===== src/rtl/adpll_lock_ctrl.sv =====
// ADPLL lock controller: programmable loop configuration plus an IDLE/LOAD/ACQ/LOCK
// sequencer that tracks phase-error magnitude to declare and drop lock.
module adpll_lock_ctrl #(
    parameter int LOCK_CNT   = 16,
    parameter int UNLOCK_CNT = 4,
    parameter int TIMEOUT    = 1023
) (
    input  logic       clk,
    input  logic       rst,
    input  logic       pgm,
    input  logic       clr,
    input  logic [2:0] param_sel,
    input  logic [4:0] pgm_value,
    input  logic       start,
    input  logic       err_valid,
    input  logic [4:0] err_mag,
    output logic [4:0] kp,
    output logic [4:0] ki,
    output logic [4:0] dco_init,
    output logic [4:0] div_ratio,
    output logic [4:0] lock_thr,
    output logic       loop_en,
    output logic       dco_load,
    output logic       locked,
    output logic       acq_timeout,
    output logic [1:0] state
);

    typedef enum logic [1:0] {IDLE = 2'd0, LOAD = 2'd1, ACQ = 2'd2, LOCK = 2'd3} state_t;

    localparam int IW = $clog2(LOCK_CNT + 1);
    localparam int OW = $clog2(UNLOCK_CNT + 1);
    localparam int TW = $clog2(TIMEOUT + 1);

    localparam logic [4:0] KP_DEF  = 5'd4;
    localparam logic [4:0] KI_DEF  = 5'd1;
    localparam logic [4:0] DCO_DEF = 5'd16;
    localparam logic [4:0] DIV_DEF = 5'd8;
    localparam logic [4:0] THR_DEF = 5'd2;

    // pgm_sync[2] is an extra delay stage used only for edge detection
    logic [2:0] pgm_sync;
    logic [1:0] clr_sync;
    logic       pgm_rise, clr_s;

    state_t          st, nxt;
    logic [IW-1:0]   in_cnt;
    logic [OW-1:0]   out_cnt;
    logic [TW-1:0]   acq_cyc;
    logic            err_in, err_out, lock_hit, tmo_hit, unlock_hit, tmo_set;

    always_ff @(posedge clk or posedge rst) begin
        if (rst) begin
            pgm_sync <= '0;
            clr_sync <= '0;
        end else begin
            pgm_sync <= {pgm_sync[1:0], pgm};
            clr_sync <= {clr_sync[0], clr};
        end
    end

    assign pgm_rise = pgm_sync[1] & ~pgm_sync[2];
    assign clr_s    = clr_sync[1];

    assign err_in     = err_valid && (err_mag <= lock_thr);
    assign err_out    = err_valid && (err_mag > lock_thr);
    assign lock_hit   = (in_cnt == IW'(LOCK_CNT));
    assign tmo_hit    = (acq_cyc == TW'(TIMEOUT - 1));
    assign unlock_hit = err_out && (out_cnt == OW'(UNLOCK_CNT - 1));

    always_comb begin
        nxt     = st;
        tmo_set = 1'b0;
        if (clr_s) begin
            nxt = IDLE;
        end else begin
            case (st)
                IDLE: if (start) nxt = LOAD;
                LOAD: nxt = ACQ;
                ACQ: begin
                    // lock takes precedence over a simultaneous timeout
                    if (lock_hit) begin
                        nxt = LOCK;
                    end else if (tmo_hit) begin
                        nxt     = LOAD;
                        tmo_set = 1'b1;
                    end
                end
                LOCK: if (unlock_hit) nxt = ACQ;
                default: nxt = IDLE;
            endcase
        end
    end

    always_ff @(posedge clk or posedge rst) begin
        if (rst) begin
            st          <= IDLE;
            loop_en     <= 1'b0;
            dco_load    <= 1'b0;
            locked      <= 1'b0;
            acq_timeout <= 1'b0;
        end else begin
            st       <= nxt;
            loop_en  <= (nxt == ACQ) || (nxt == LOCK);
            dco_load <= (nxt == LOAD);
            locked   <= (nxt == LOCK);
            if (clr_s || (st == IDLE && start))
                acq_timeout <= 1'b0;
            else if (tmo_set)
                acq_timeout <= 1'b1;
        end
    end

    // counters sit at zero outside their owning state, so entry always starts fresh
    always_ff @(posedge clk or posedge rst) begin
        if (rst) begin
            in_cnt  <= '0;
            acq_cyc <= '0;
            out_cnt <= '0;
        end else begin
            if (clr_s || st != ACQ) begin
                in_cnt  <= '0;
                acq_cyc <= '0;
            end else begin
                if (err_in && !lock_hit)
                    in_cnt <= in_cnt + 1'b1;
                else if (err_out)
                    in_cnt <= '0;
                if (acq_cyc != TW'(TIMEOUT))
                    acq_cyc <= acq_cyc + 1'b1;
            end
            if (clr_s || st != LOCK || nxt != LOCK)
                out_cnt <= '0;
            else if (err_out && out_cnt != OW'(UNLOCK_CNT))
                out_cnt <= out_cnt + 1'b1;
            else if (err_in)
                out_cnt <= '0;
        end
    end

    always_ff @(posedge clk or posedge rst) begin
        if (rst) begin
            kp        <= KP_DEF;
            ki        <= KI_DEF;
            dco_init  <= DCO_DEF;
            div_ratio <= DIV_DEF;
            lock_thr  <= THR_DEF;
        end else if (clr_s) begin
            kp        <= KP_DEF;
            ki        <= KI_DEF;
            dco_init  <= DCO_DEF;
            div_ratio <= DIV_DEF;
            lock_thr  <= THR_DEF;
        end else if (pgm_rise && st == IDLE) begin
            case (param_sel)
                3'd0: kp        <= pgm_value;
                3'd1: ki        <= pgm_value;
                3'd2: dco_init  <= pgm_value;
                3'd3: div_ratio <= (pgm_value == 5'd0) ? 5'd1 : pgm_value;
                3'd4: lock_thr  <= pgm_value;
                default: ;
            endcase
        end
    end

    assign state = st;

endmodule


===== config.mk =====
export PLATFORM = sky130hd
export DESIGN_NAME = adpll_lock_ctrl
export DESIGN_NICKNAME = d
export VERILOG_FILES = /design/src/rtl/adpll_lock_ctrl.sv
export SDC_FILE = /design/constraint.sdc
export NUM_CORES = 1
export LEC_CHECK = 0
export CAP_MARGIN = 20
export CELL_PAD_IN_SITES_DETAIL_PLACEMENT = 1
export CELL_PAD_IN_SITES_GLOBAL_PLACEMENT = 2
export CORE_MARGIN = 2
export CORE_UTILIZATION = 30
export CTS_CLUSTER_SIZE = 14
export DETAILED_ROUTE_END_ITERATION = 16
export HOLD_SLACK_MARGIN = 0.08
export MAX_ROUTING_LAYER = met4
export PLACE_DENSITY = 0.78
export SYNTH_ARGS = -nofsm -noshare
export SYNTH_HDL_FRONTEND = slang
export SYNTH_SLANG_ARGS = --single-unit

===== constraint.sdc =====
create_clock -name clk -period 1.9 [get_ports clk]
set_input_delay 0.38 -clock clk [delete_from_list [all_inputs] [get_ports clk]]
set_output_delay 0.38 -clock clk [all_outputs]
set_load 0.1 [all_outputs]

# Word level (Yosys, flattened, before mapping)
# Index checks and enable logic that the tools add are counted.
[totals]
reg_bits = 54
input_bits = 19
out_inout_bits = 31
elab_cells = 107
[classes]
add_sub_neg = 3
order_cmp = 2
eq_ne = 18
mux = 36
n_bitwise = 2
n_reduce_logical = 31
[ops]
columns = ["operator", "n"]
rows = [
  ["$mux W5", 19],
  ["$mux W10", 2],
  ["$reduce_bool A2 Y1", 8],
  ["$add A10 B1 Y10 const B", 1],
  ["$eq A10 B10 Y1 const B", 1],
  ["$mux W2", 5],
  ["$ne A10 B10 Y1 const B", 1],
  ["$reduce_and A2 Y1", 5],
  ["$eq A3 B2 Y1 const B", 3],
  ["$mux W3", 3],
  ["$eq A2 B2 Y1 const B", 4],
  ["$pmux W2 S4", 1],
  ["$logic_and A1 B1 Y1", 7],
  ["$mux W1", 6],
  ["$ne A2 B2 Y1 const B", 3],
  ["$reduce_bool A3 Y1", 2],
  ["$add A5 B1 Y5 const B", 1],
  ["$eq A5 B5 Y1 const B", 1],
  ["$gt A5 B5 Y1", 1],
  ["$le A5 B5 Y1", 1],
  ["$logic_not A5 Y1", 1],
  ["$logic_or A1 B1 Y1", 5],
  ["$eq A2 B1 Y1 const B", 2],
  ["$add A3 B1 Y3 const B", 1],
  ["other kinds (8)", 8],
]

# Longest topological paths before layout
# Gate-level depths: netlist of the first run.
[logic_depth]
depth_word = 9
depth_mapped = 6
ltp_nobuf = 6

# Worst setup path after synthesis of the first run
# OpenSTA, ideal clock, no wires.
[synth_path]
path_kind = "register -> register"
start = "register lock_thr[2]"
end = "register in_cnt[3]"
setup_ns = 0.101
t_arrival_ns = 2.419
required_ns = 1.799
setup_slack_ns = -0.620
stages_incl_launch_ff = 7
n_path_buf = 0
synth_period_minus_slack_ns = 2.520
path_cell_list = "dfrtp_1 inv_1 ha_1 a211o_1 a221o_1 and3_1 nor4_1"
[synth_between]
elab_chain_len = 5
word_cells_on_any_way = 8
classes_between = "2 x order compare; 2 x mux; 4 x reduce/logical"
[synth_rtl]
columns = ["element", "line_no", "source"]
rows = [
  ["start, declared", "21", "output logic [4:0] lock_thr,"],
  ["start signal, assigned", "160", "3'd4: lock_thr <= pgm_value;"],
  ["$le A5 B5 Y1", "65", "assign err_in = err_valid && (err_mag <= lock_thr);"],
  ["$logic_and A1 B1 Y1", "65", ""],
  ["$logic_and A1 B1 Y1", "125", "if (err_in && !lock_hit)"],
  ["$mux W5", "125", ""],
  ["$mux W5", "121", "if (clr_s || st != ACQ) begin"],
  ["end signal, assigned", "126", "in_cnt <= in_cnt + 1'b1;"],
  ["end, declared", "47", "logic [IW-1:0] in_cnt;"],
]
# Several ways; a longest one is shown, not always the timed one.
# A chain may end at the register's enable or synchronous reset.

# Final worst setup path of the first run
[layout_path]
start = "input port err_mag[2]"
end = "register in_cnt[2]"
[layout_between]
elab_chain_len = 5
word_cells_on_any_way = 8
classes_between = "2 x order compare; 2 x mux; 4 x reduce/logical"
[layout_rtl]
columns = ["element", "line_no", "source"]
rows = [
  ["start, declared", "16", "input logic [4:0] err_mag,"],
  ["$le A5 B5 Y1", "65", ""],
  ["$logic_and A1 B1 Y1", "65", ""],
  ["$logic_and A1 B1 Y1", "125", ""],
  ["$mux W5", "125", ""],
  ["$mux W5", "121", ""],
]
# Several ways; a longest one is shown, not always the timed one.

==> impl_metrics.env, run 1 <==
export IMPL_grt_overflow_total=0
export IMPL_p_int_mw=1.63
export IMPL_insertion_delay_ns=0.32
export IMPL_ant_nets=0
export IMPL_cts_hold_buf=0
export IMPL_synth_warnings=0
export IMPL_min_period_ns=1.94
export IMPL_cts_tree="yes"
export IMPL_htreeDepth=2
export IMPL_tightest_slew_ns=0.444
export IMPL_drc_errors=0
export IMPL_crit_fanout=3
export IMPL_crit_path_end_kind="flop"
export IMPL_synth_area_leaders="dfrtp_1, mux2i_1, ha_1"
export IMPL_dieArea_sq_mm=0.0100
export IMPL_hold_ws_ns=0.345
export IMPL_wire_per_inst_um=16.6
export IMPL_routed_wl_um=7530
export IMPL_p_switching_mw=0.679
export IMPL_r2r_slack_ns=-0.04
export IMPL_postLayoutCellArea_sq_mm=0.00397
export IMPL_synth_flop_cell="dfrtp_1"
export IMPL_arrival_ns=2.18
export IMPL_area_delta_synth_final_pct=43.7
export IMPL_cp_start_kind="primary input"
export IMPL_synth_common_cells="dfrtp_1, nor2_1, mux2i_1, inv_1, ha_1"
export IMPL_nNetsFinal=372
export IMPL_drive_above_1_share_pct=30.1
export IMPL_n_antenna_cell=0
export IMPL_rsz0062_at_grt="true"
export IMPL_synth_seq_cells=54
export IMPL_gp_congestion=0.783
export IMPL_cts_sinks=54
export IMPL_clock_path_buffers=2
export IMPL_placed_cell_area_sq_mm=0.00376
export IMPL_critPathKind="in -> reg"
export IMPL_min_path_type="in -> async"
export IMPL_ios=50
export IMPL_grt_max_degree=36
export IMPL_ir_drop_v=0.000261
export IMPL_dp_cells=444
export IMPL_cts_root_buf="clkbuf_8"
export IMPL_vias=2326
export IMPL_sequentialPowerShare_pct=51.4
export IMPL_synth_cells=262
export IMPL_initial_core_util_pct=30.3
export IMPL_clkTransAtPathRegs_ns=0.10
export IMPL_leakagePower_nw=1.72
export IMPL_rows=35
export IMPL_maxSlewHeadroom_pct=70.0
export IMPL_p_per_area_mw_per_mm2=581
export IMPL_slew_viol_final=0
export IMPL_combPwrFrac_pct=18.0
export IMPL_fin_worst_skew_ns=0.0122
export IMPL_avgViaCountPerCell=5.13
export IMPL_grt_use_total_pct=16.7
export IMPL_core_sq_mm=0.00911
export IMPL_dp_hpwl_um=5670
export IMPL_switching_share_pct=29.4
export IMPL_clock_fmax_mhz=515
export IMPL_async_flop_share_pct=100
export IMPL_violations="negative setup slack"
export IMPL_synth_distinct_cells=50
export IMPL_status="complete, but fails checks"
export IMPL_die_x_um=100
export IMPL_synth_top_area_share_pct=44.4
export IMPL_fin_ws_ns=-0.0407
export IMPL_yosysMostFrequentCell="dfrtp_1"
export IMPL_grt_pass1_wl_um=12900
export IMPL_antenna_found_initial=0
export IMPL_synth_area_leader_cell="dfrtp_1"
export IMPL_cts_made_buffers=5
export IMPL_hold_viol=0
export IMPL_dr_pass1_iters=4
export IMPL_fin_crit_sh_pct=102
export IMPL_syn_avg_cell_area_sq_um=10.5
export IMPL_syn_area_sq_mm=0.00276
export IMPL_p_clk_share_pct=30.6
export IMPL_crit_required_ns=2.14
export IMPL_synth_edf_count=0
export IMPL_port_buffer_count=49
export IMPL_drv_cap=0
export IMPL_dr_first_iter_drc_count=88
export IMPL_power_mw=2.31
export IMPL_grt_pass1_vias=2515
export IMPL_finalSetupViolCount=6
export IMPL_syn_nets=293
export IMPL_fin_cells=453
export IMPL_die_h_um=100
export IMPL_yosysSeqAreaShare_pct=49.1
-- power by group through the flow --
stage                     clock, mW  combinational (mW)  sequential, mW
final                         0.707               0.416            1.19
after floorplan                   0               0.127            1.31
after global routing          0.776               0.445            1.19
after CTS                     0.740               0.414            1.19
after detailed placement          0               0.402            1.21
after global placement            0               0.394            1.21
-- path summary, 6_finish.rpt --
check | endpoint | startpoint | cells after the start
setup / recovery | in_cnt[2]$_DFFE_PP0P_ | err_mag[2] | 7
hold / removal | ki[4]$_DFFE_PP0P_ | rst | 2
setup reg to reg | in_cnt[2]$_DFFE_PP0P_ | lock_thr[1]$_DFFE_PP1P_ | 7
hold reg to reg | clr_sync[1]$_DFF_PP0_ | clr_sync[0]$_DFF_PP0_ | 0
max in group asynchronous | acq_cyc[5]$_DFFE_PP0P_ | rst | 3
min in group clk | clr_sync[1]$_DFF_PP0_ | clr_sync[0]$_DFF_PP0_ | 0
-- flip-flops by register name (all words and copies together) (netlist names), 5 cells and up --
| name | count |
|---|---|
| dco_init | 5 |
| acq_cyc | 10 |
| div_ratio | 5 |
| in_cnt | 5 |
| lock_thr | 5 |
| kp | 5 |
| ki | 5 |
-- layer usage --
layer	part of all wire [%]	up-vias	wire length, um	global-route usage (%)
met5	0	-	0	-
met4	1.4	0	102	4.95
met3	2.5	8	191	2.65
met2	47	33	3570	26.7
met1	49	1172	3660	22.2
li1	-	1113	-	-
-- placed cells by master (no fill, tap or decap), types with 3 or more instances in the layout --
cell and count:
a31oi_1 3, xor2_1 3, and3_1 5, nor2b_1 6
dfrtp_2 5, mux2i_1 19, buf_6 3, nor3_1 3
buf_4 43, inv_1 16, a211oi_1 3, dfstp_2 4
nand4_1 4, nand2_1 7, buf_12 18, a21oi_1 9
clkdlybuf4s50_1 18, nor3b_1 3, nor4_1 3, o2111ai_1 3
ha_1 10, o21ai_1 3, nor2_1 35, a211o_1 6
dfrtp_1 44, or4_1 3, nand3_1 6, o21ai_0 5
clkbuf_8 6
-- timing repair --
item | in CTS | in global routing
setup endpoints to repair | 7 | 18
setup buffers | 1 | 0
pin swaps | 9 | 4
resized for setup | 7 | 10
-- cell families (layout without fill, tap and decap cells) --
family	after synthesis	count (layout)	share of synthesized area, %
xor gates and xnor gates	4	4	1.27
adders and majority gates	12	12	5.43
buffers and inverters	29	109	4.30
and+or+nand+nor	93	93	20.1
AOI/OAI and AO/OA	50	50	12.6
muxes	20	20	7.24
DFF	54	54	49.1
-- critical path, cell delays in order --
cell,delay (ns)
clkdlybuf4s50_1,0.51
ha_4,0.22
a211o_1,0.32
buf_6,0.13
a221oi_4,0.31
o2111ai_1,0.17
o22ai_1,0.14
-- through the flow --
step / setup TNS [ns] / util [%] / setup slack, ns
final: -0.175 / 43.6 / -0.0407
after global routing: -1.09 / 43.6 / -0.146
after CTS: -0.282 / 43.0 / -0.100
after detailed placement: -3.45 / 41.3 / -0.471
after global placement: -3.01 / 41.3 / -0.440
after floorplan: -5.80 / - / -0.325
-- layout make-up --
type / count / area [sq um]
Fill cell: 999 / 5140
Clock inverter: 2 / 17.5
Clock buffer: 6 / 82.6
Timing Repair Buffer: 82 / 897
Multi-Input combinational cell: 179 / 1400
Sequential cell: 54 / 1370
Tap cell: 111 / 139
Inverter: 19 / 73.8
Power figures use the tool's default switching activity.
==> inputs of run 2 (changes only) <==
--- a/config.mk
+++ b/config.mk
@@ -8,7 +8,7 @@
 export CAP_MARGIN = 20
 export CELL_PAD_IN_SITES_DETAIL_PLACEMENT = 1
 export CELL_PAD_IN_SITES_GLOBAL_PLACEMENT = 2
-export CORE_MARGIN = 2
+export CORE_MARGIN = 3
 export CORE_UTILIZATION = 30
 export CTS_CLUSTER_SIZE = 14
 export DETAILED_ROUTE_END_ITERATION = 16
==> impl_metrics.env, run 2 (synthesized netlist as in run 1, its figures left out) <==
export IMPL_ir_drop_v=0.000315
export IMPL_grt_overflow_total=0
export IMPL_rr_startpoint="lock_thr[1]$_DFFE_PP1P_"
export IMPL_ant_nets=0
export IMPL_violations="negative setup slack"
export IMPL_r2r_slack_ns=-0.004
export IMPL_arrival_ns=2.13
export IMPL_cp_start_kind="flop"
export IMPL_area_delta_synth_final_pct=43.6
export IMPL_die_h_um=102
export IMPL_min_period_ns=1.90
export IMPL_clkTransAtPathRegs_ns=0.10
export IMPL_cts_root_buf="clkbuf_8"
export IMPL_htreeDepth=2
export IMPL_slew_viol_final=0
export IMPL_cp_slowest_stage_delay_ns=0.64
export IMPL_leakagePower_nw=1.72
export IMPL_rows=34
export IMPL_post_place_ws_ns=-0.494
export IMPL_clock_fmax_mhz=525
export IMPL_avgViaCountPerCell=5.10
export IMPL_crit_fanout=3
export IMPL_startpoint="lock_thr[1]$_DFFE_PP1P_"
export IMPL_routed_wl_um=7470
export IMPL_rsz0062_at_grt="true"
export IMPL_maxSlewHeadroom_pct=66.6
export IMPL_power_mw=2.27
export IMPL_fin_ws_ns=-0.00377
export IMPL_fin_worst_skew_ns=0.0112
export IMPL_tightest_slew_ns=0.494
export IMPL_crit_path_end_kind="flop"
export IMPL_largest_register="acq_cyc"
export IMPL_core_sq_mm=0.00885
export IMPL_status="complete, but fails checks"
export IMPL_cts_tree="yes"
export IMPL_wire_per_inst_um=16.5
export IMPL_antenna_found_initial=0
export IMPL_vias=2303
export IMPL_hold_viol=0
export IMPL_dp_hpwl_um=5660
export IMPL_n_antenna_cell=0
export IMPL_finalSetupViolCount=2
export IMPL_p_per_area_mw_per_mm2=572
export IMPL_gp_congestion=0.801
export IMPL_drv_cap=0
export IMPL_path_buf_inv=1
export IMPL_cts_sinks=54
export IMPL_layout_commonest_cell="buf_4"
export IMPL_dr_pass1_iters=6
export IMPL_min_path_type="reg -> reg"
export IMPL_grt_pass1_vias=2428
export IMPL_cts_made_buffers=5
export IMPL_die_x_um=102
export IMPL_cpMaxStageDelayCell="dfstp_4"
export IMPL_largest_reg_flops=10
export IMPL_min_to="pgm_sync[1]$_DFF_PP0_"
export IMPL_hp_start="pgm_sync[0]$_DFF_PP0_"
export IMPL_grt_pass1_wl_um=12500
export IMPL_ios=50
export IMPL_critPathTopFamily="compound AO/OA/AOI/OAI gates"
export IMPL_whs_path_depth=0
export IMPL_insertion_delay_ns=0.30
export IMPL_port_buffer_count=49
export IMPL_crit_path_cell_trace="inv_4 -> ha_4 -> a211o_1 -> a221o_1 -> a41o_1 -> a21boi_1"
export IMPL_dr_first_iter_drc_count=79
export IMPL_grt_use_total_pct=15.6
export IMPL_drc_errors=0
export IMPL_clock_path_buffers=2
export IMPL_fin_crit_sh_pct=100
export IMPL_final_util_pct=44.9
export IMPL_nNetsFinal=374
export IMPL_r2r_cells=6
export IMPL_critPathKind="reg -> reg"
export IMPL_dieArea_sq_mm=0.0104
export IMPL_drive_above_1_share_pct=30.2
export IMPL_crit_required_ns=2.13
export IMPL_r2r_end="locked$_DFF_PP0_"
export IMPL_final_cell_mix="buf_4, dfrtp_1, nor2_1, mux2i_1, buf_12"
export IMPL_grt_max_degree=36
export IMPL_initial_core_util_pct=31.2
## run 2: cell types whose count changed in the layout (fill, tap and decap cells not counted), sizes merged
cell,before,now
buf,64,66
clkbuf,6,7
clkdlybuf4s50,18,17
clkinv,2,1
dlygate4sd2,0,1
## run 2: power breakdown
| group | internal, mW | switching [mW] | leakage (nW) |
|---|---|---|---|
| Sequential | 1.17 | 0.0157 | 0.714 |
| Clock | 0.295 | 0.366 | 0.0482 |
| Combinational | 0.162 | 0.260 | 0.962 |
| Total | 1.63 | 0.642 | 1.72 |
## run 2: final cells by class
cell class	instances	area, sq um
Fill cell	983	4880
Multi-Input combinational cell	179	1390
Sequential cell	54	1370
Timing Repair Buffer	84	907
Tap cell	108	135
Clock buffer	7	86.3
Inverter	19	73.8
Clock inverter	1	5.00
## run 2: layer usage
metal,GRT usage [%],share of wire (%),up-vias
met4,3.33,0.71,0
met3,2.59,2.3,2
met5,-,0,-
met2,25.0,47,29
li1,-,-,1119
met1,20.8,50,1153
## run 2: what timing repair did
action | CTS | global route
gates resized for setup | 6 | 11
hold buffers | 0 | 0
pin swaps | 7 | 2
setup buffers | 1 | 2
endpoints found under the setup margin | 9 | 20
## run 2: per-stage QoR
step                instances  setup TNS [ns]  hold slack [ns]  instance area [sq um]
floorplan                 262           -5.80            0.331                   2800
global route              452          -0.657            0.360                   3970
finish                    452        -0.00571            0.358                   3970
global placement          441           -3.13            0.335                   3760
CTS                       450         -0.0276            0.361                   3890
detailed placement        441           -3.51            0.341                   3760
## run 2: worst register-to-register path, cell delays in order, from the launching register on
cell	delay (ns)
dfstp_4	0.64
inv_4	0.04
ha_4	0.14
a211o_1	0.28
a221o_1	0.37
a41o_1	0.24
a21boi_1	0.15
## run 2: worst max-delay path by stage
stage,to,slack (ns),cells past startpoint
after floorplan,dco_init[0]$_DFFE_PP0P_,-0.32,5
after global placement,in_cnt[3]$_DFFE_PP0P_,-0.40,6
after detailed placement,in_cnt[3]$_DFFE_PP0P_,-0.49,6
after CTS,in_cnt[1]$_DFFE_PP0P_,-0.02,7
after global routing,in_cnt[4]$_DFFE_PP0P_,-0.09,6
final,locked$_DFF_PP0_,-0.004,6
==> inputs of run 3 (changes only) <==
--- a/config.mk
+++ b/config.mk
@@ -12,6 +12,7 @@
 export CORE_UTILIZATION = 30
 export CTS_CLUSTER_SIZE = 14
 export DETAILED_ROUTE_END_ITERATION = 16
+export GPL_ROUTABILITY_DRIVEN = 0
 export HOLD_SLACK_MARGIN = 0.08
 export MAX_ROUTING_LAYER = met4
 export PLACE_DENSITY = 0.78
==> results of run 3 <==
No change in the layout: final DEF, timing and power equal those of run 2.
